==> src/rtl/fetch_unit.sv <==
// Instruction fetch front-end: owns the fetch PC, issues in-order requests to a
// variable-latency instruction memory and buffers {pc, instr} pairs for decode.
module fetch_unit #(
    parameter int                    ADDR_WIDTH  = 64,
    parameter int                    INSTR_WIDTH = 32,
    parameter int                    DEPTH       = 4,
    parameter logic [ADDR_WIDTH-1:0] RESET_PC    = '0
) (
    input  logic                   clk,
    input  logic                   reset,
    output logic                   imem_req_valid,
    input  logic                   imem_req_ready,
    output logic [ADDR_WIDTH-1:0]  imem_req_addr,
    input  logic                   imem_rsp_valid,
    input  logic [INSTR_WIDTH-1:0] imem_rsp_data,
    input  logic                   redirect_valid,
    input  logic [ADDR_WIDTH-1:0]  redirect_pc,
    output logic                   out_valid,
    input  logic                   out_ready,
    output logic [INSTR_WIDTH-1:0] out_instr,
    output logic [ADDR_WIDTH-1:0]  out_pc
);
    localparam int CW = $clog2(DEPTH + 1);
    localparam int PW = (DEPTH > 1) ? $clog2(DEPTH) : 1;
    localparam logic [ADDR_WIDTH-1:0] PC_STEP   = ADDR_WIDTH'(4);
    localparam logic [PW-1:0]         PTR_LAST  = PW'(DEPTH - 1);
    localparam logic [CW:0]           OCC_LIMIT = (CW + 1)'(DEPTH);

    logic [ADDR_WIDTH-1:0]  r_fetch_pc;
    logic [ADDR_WIDTH-1:0]  r_rsp_pc;
    logic [CW-1:0]          r_count;
    logic [CW-1:0]          r_inflight;
    logic [CW-1:0]          r_drop_cnt;
    logic [PW-1:0]          r_rd_ptr;
    logic [PW-1:0]          r_wr_ptr;
    logic [ADDR_WIDTH-1:0]  r_buf_pc    [DEPTH];
    logic [INSTR_WIDTH-1:0] r_buf_instr [DEPTH];

    logic [CW:0]           w_occ;
    logic                  w_req_valid;
    logic                  w_req_fire;
    logic                  w_rsp_take;
    logic                  w_rsp_drop;
    logic                  w_push;
    logic                  w_out_valid;
    logic                  w_pop;
    logic [CW-1:0]         w_inflight_nxt;
    logic [ADDR_WIDTH-1:0] w_redir_pc;

    function automatic logic [PW-1:0] ptr_inc(input logic [PW-1:0] p);
        return (p == PTR_LAST) ? '0 : p + PW'(1);
    endfunction

    // Buffered plus in-flight fetches never exceed DEPTH, so a push always has room.
    assign w_occ       = {1'b0, r_count} + {1'b0, r_inflight};
    assign w_req_valid = !reset && !redirect_valid && (w_occ < OCC_LIMIT);
    assign w_req_fire  = w_req_valid && imem_req_ready;

    // A response with nothing outstanding is spurious and ignored entirely.
    assign w_rsp_take  = imem_rsp_valid && (r_inflight != '0);
    assign w_rsp_drop  = w_rsp_take && (r_drop_cnt != '0);
    assign w_push      = w_rsp_take && !w_rsp_drop && !redirect_valid;

    assign w_out_valid = !reset && (r_count != '0);
    assign w_pop       = w_out_valid && out_ready && !redirect_valid;

    assign w_inflight_nxt = r_inflight + CW'(w_req_fire) - CW'(w_rsp_take);
    assign w_redir_pc     = {redirect_pc[ADDR_WIDTH-1:2], 2'b00};

    assign imem_req_valid = w_req_valid;
    assign imem_req_addr  = r_fetch_pc;
    assign out_valid      = w_out_valid;
    assign out_pc         = w_out_valid ? r_buf_pc[r_rd_ptr]    : '0;
    assign out_instr      = w_out_valid ? r_buf_instr[r_rd_ptr] : '0;

    always_ff @(posedge clk) begin
        if (reset) begin
            r_fetch_pc <= RESET_PC;
            r_rsp_pc   <= RESET_PC;
            r_count    <= '0;
            r_inflight <= '0;
            r_drop_cnt <= '0;
            r_rd_ptr   <= '0;
            r_wr_ptr   <= '0;
        end else begin
            r_inflight <= w_inflight_nxt;
            if (redirect_valid) begin
                // Everything still outstanding after this cycle belongs to the old path.
                r_fetch_pc <= w_redir_pc;
                r_rsp_pc   <= w_redir_pc;
                r_count    <= '0;
                r_rd_ptr   <= '0;
                r_wr_ptr   <= '0;
                r_drop_cnt <= w_inflight_nxt;
            end else begin
                if (w_req_fire) r_fetch_pc <= r_fetch_pc + PC_STEP;
                if (w_rsp_drop) r_drop_cnt <= r_drop_cnt - CW'(1);
                if (w_push) begin
                    r_rsp_pc <= r_rsp_pc + PC_STEP;
                    r_wr_ptr <= ptr_inc(r_wr_ptr);
                end
                if (w_pop) r_rd_ptr <= ptr_inc(r_rd_ptr);
                r_count <= r_count + CW'(w_push) - CW'(w_pop);
            end
        end
    end

    always_ff @(posedge clk) begin
        if (w_push && !reset) begin
            r_buf_pc[r_wr_ptr]    <= r_rsp_pc;
            r_buf_instr[r_wr_ptr] <= imem_rsp_data;
        end
    end
endmodule

==> config.mk <==
export PLATFORM = sky130hd
export DESIGN_NAME = fetch_unit
export DESIGN_NICKNAME = d
export VERILOG_FILES = /design/src/rtl/fetch_unit.sv
export SDC_FILE = /design/constraint.sdc
export NUM_CORES = 1
export LEC_CHECK = 0
export BUFFER_PORTS_ARGS = -buffer_cell sky130_fd_sc_hd__buf_4
export CAP_MARGIN = 15
export CORE_ASPECT_RATIO = 1.4
export CORE_MARGIN = 2
export CORE_UTILIZATION = 63
export CTS_CLUSTER_DIAMETER = 30
export DETAILED_ROUTE_END_ITERATION = 8
export GPL_TIMING_DRIVEN = 1
export HOLD_SLACK_MARGIN = 0.08
export PLACE_DENSITY = 0.95
export SYNTH_ARGS = -nofsm -noshare
export SYNTH_HDL_FRONTEND = slang
export SYNTH_SLANG_ARGS = --single-unit
==> constraint.sdc <==
create_clock -name clk -period 10.49 [get_ports clk]
set_clock_uncertainty 0.15 [all_clocks]
set_input_delay 0.5245 -clock clk [delete_from_list [all_inputs] [get_ports clk]]
set_output_delay 0.5245 -clock clk [all_outputs]
set_load 0.01 [all_outputs]
==> metrics <==
status complete, no violations; Chip Width 162 µm; Final period util 43.5%; Worst path max stage delay 820 ps; Max rail drop VDD 0.128 mV; core area 34800 µm²; ys flop type edfxtp_1; final wirelength 60.4 mm; Tot GR Track Use 33.4%; count of cell types in the netlist 65; via/cell ratio 6.58; Initial Util 63.4%; routed via count 15.7k; die height 225 µm; Sink Count 515; most frequent cells in the layout edfxtp_1 (376), buf_4 (272), dfxtp_1 (137); Fmax 219 MHz; vias in the first global route 15.5k; Tot Pwr 5.15 mW; placer congestion estimate 0.910; initial drt markers 2034; number of CTS-inserted buffers 68; Crit Path Max Fanout 64; Die Footprint 36500 µm²; Final Hold Vio Count 0; Max-slew headroom 33.3%; fraction of layout cells with a size suffix above 1 26.7%; Min-Delay Path Class input port to register; DRT Pass-1 Iters 5; H-tree Lvls 3; Avg Cell Area, Syn 14.0 µm²; worst skew pair latency 580 ps; Root Buffer clkbuf_16; most common cell after layout, fill and taps aside edfxtp_1; postcts setup bufs 0; ant diodes 0; Final setup viols 0; grt total ovfl 0; critical path's top delay family buffers and inverters; final hold slack 101 ps; critical path, cell by cell buf_4 > buf_4 > inv_1 > nand2_1 > nor2_1 > and2_4 > buf_4; Adder-Cell Fraction of Synth Area 1.03%; I/O Pins 264; multi-input logic area 7510 µm²; CP endpoint kind register; Slew Viols, Final 0; Mapped Area 22000 µm²; nets 1998; CP Class input port to register; fraction of registers with async set/reset 0%; Critical Path AT 4600 ps; Synth Area in Compound Gates 6.47%; register area 14100 µm²; largest net degree at the start of global routing 96; fin crit period 4560 ps; Synth Warn # 0; Power Dens Cells 190 nW/µm²; Worst-Margin Slew 1000 ps; Area growth, synth to finish 23.0%; dpl cell area 24300 µm²; DR WL/cell 25.3 µm; maximum capacitance violations 0; initial antenna violation count 1; crit start category input port; final std cells w/o fill 2391; Worst path slowest cell buf_4; main area contributors after synthesis edfxtp_1 (51%), dfxtp_1 (13%), mux4_2 (9.6%), and2_1 (3.0%), xnor2_1 (2.7%); Setup TNS Final 0 ps; cell count after synthesis 1579; sequential area share after synthesis 63.8%; Leak 9.40 nW; placed cells 2221; number of enable flip-flop cells after synthesis 376; most frequent CP cell buf_4; RSZ-0062 raised after global routing no; Buf/Inv on CP 4; Yosys top cell by area edfxtp_1; Finished Cell Area 27100 µm²; synthesized flop and latch total 515; DRC viols 0; post_cts resized 0; xor/xnor share of the synthesized area 3.62%; row count 81; DRT antenna net count 0; WP data required 10530 ps; first-pass GRT wire length 92.0 mm; Clock Pin Slew Worst Setup and Hold Paths 50 ps; TritonCTS clock tree done; I/O Buffers 257; largest family of logic cells by synthesized area simple AND/OR/NAND/NOR gates; Yosys top cell area share 51.2%; proportion of synthesized area in mux cells 9.89%; FILL cells 1844; largest buffer count on any clock path 3; Synth Area in Simple Gates 12.9%; HPWL Detailed 34.7 mm
-- power by group --
part	leakage, nW	switching (mW)	total [mW]	internal (mW)
clock	1.16	0.972	2.38	1.41
combinational	3.66	0.227	0.412	0.185
sequential	4.58	0.0909	2.36	2.27
total	9.40	1.29	5.15	3.86
-- cells in the mapped netlist (5+ instances only) --
| cell type | instances |
|---|---|
| a211oi_1 | 22 |
| a21boi_0 | 22 |
| a21oi_1 | 56 |
| a22oi_1 | 9 |
| a31oi_1 | 17 |
| and2_1 | 106 |
| and3_1 | 19 |
| and4_1 | 13 |
| buf_1 | 9 |
| buf_2 | 12 |
| clkbuf_1 | 61 |
| dfxtp_1 | 139 |
| edfxtp_1 | 376 |
| ha_1 | 15 |
| inv_1 | 27 |
| mux4_2 | 94 |
| nand2_1 | 91 |
| nand3_1 | 61 |
| nand4_1 | 40 |
| nor2_1 | 77 |
| nor3_1 | 39 |
| nor3_2 | 5 |
| nor4_1 | 27 |
| o211ai_1 | 5 |
| o21a_1 | 16 |
| o21ai_0 | 31 |
| o22ai_1 | 15 |
| o311ai_0 | 10 |
| or3_1 | 9 |
| xnor2_1 | 69 |
| xor2_1 | 22 |
-- cells by family after synthesis --
logic type,Yosys count
AO/OA/AOI/OAI,221
XOR/XNOR,91
adder cells (fa/ha/maj),17
buffers and inverters,117
flip-flops,515
multiplexers,100
other,1
AND/OR/NAND/NOR,517
-- routing by layer --
metal  vias up  global-route usage, %  routed length (µm)
li1       6689                      -                   -
met1      7706                   44.1               21900
met2      1100                   55.3               30000
met3       234                   5.19                5600
met4         2                   14.9                2920
met5         -                      0                  16
-- what timing repair did --
item | 4_1_cts | 5_1_grt
endpoints found under the setup margin | 0 | 0
hold buffers | 44 | 0
hold endpoints to repair | 144 | 0
-- worst min-delay path: stages --
cell	delay, ps
buf_4	100
a21oi_1	60
a21oi_1	110
-- final cells by class --
| type | instances | share of cell area [%] |
|---|---|---|
| clock inverter | 54 | 2.20 |
| inverter | 28 | 0.392 |
| clock buffer | 72 | 6.56 |
| sequential | 515 | 51.9 |
| multi-input combinational | 950 | 27.7 |
| tap | 456 | 2.10 |
| timing repair buffer | 316 | 9.15 |
-- flip-flops by register name, summed over array words and instances (netlist names), named ones only --
register / flops
imem_req_addr: 62
r_buf_instr: 128
r_buf_pc: 248
r_count: 3
r_drop_cnt: 3
r_inflight: 3
r_rd_ptr: 2
r_rsp_pc: 62
r_wr_ptr: 2
-- metrics by stage --
step	util, %	setup slack, ps
finish	78.0	5930
global route	78.0	5850
CTS	78.0	6100
detailed placement	69.9	5560
global placement	69.9	5660
floorplan	-	6250
-- path summary, 6_finish.rpt --
check	from	slack, ps	to	depth (start not counted)
min reg2reg	r_rsp_pc[17]$_SDFFE_PP0P_	410	r_buf_pc[0][17]$_DFFE_PP_	0
max	reset	5930	r_buf_instr[3][29]$_DFFE_PP_	7
max reg2reg	r_drop_cnt[0]$_SDFFE_PP0P_	6420	r_buf_instr[3][29]$_DFFE_PP_	7
min	redirect_pc[49]	100	imem_req_addr[49]$_SDFFE_PP0P_	3
Note: power is estimated with default switching activity, not from simulation.
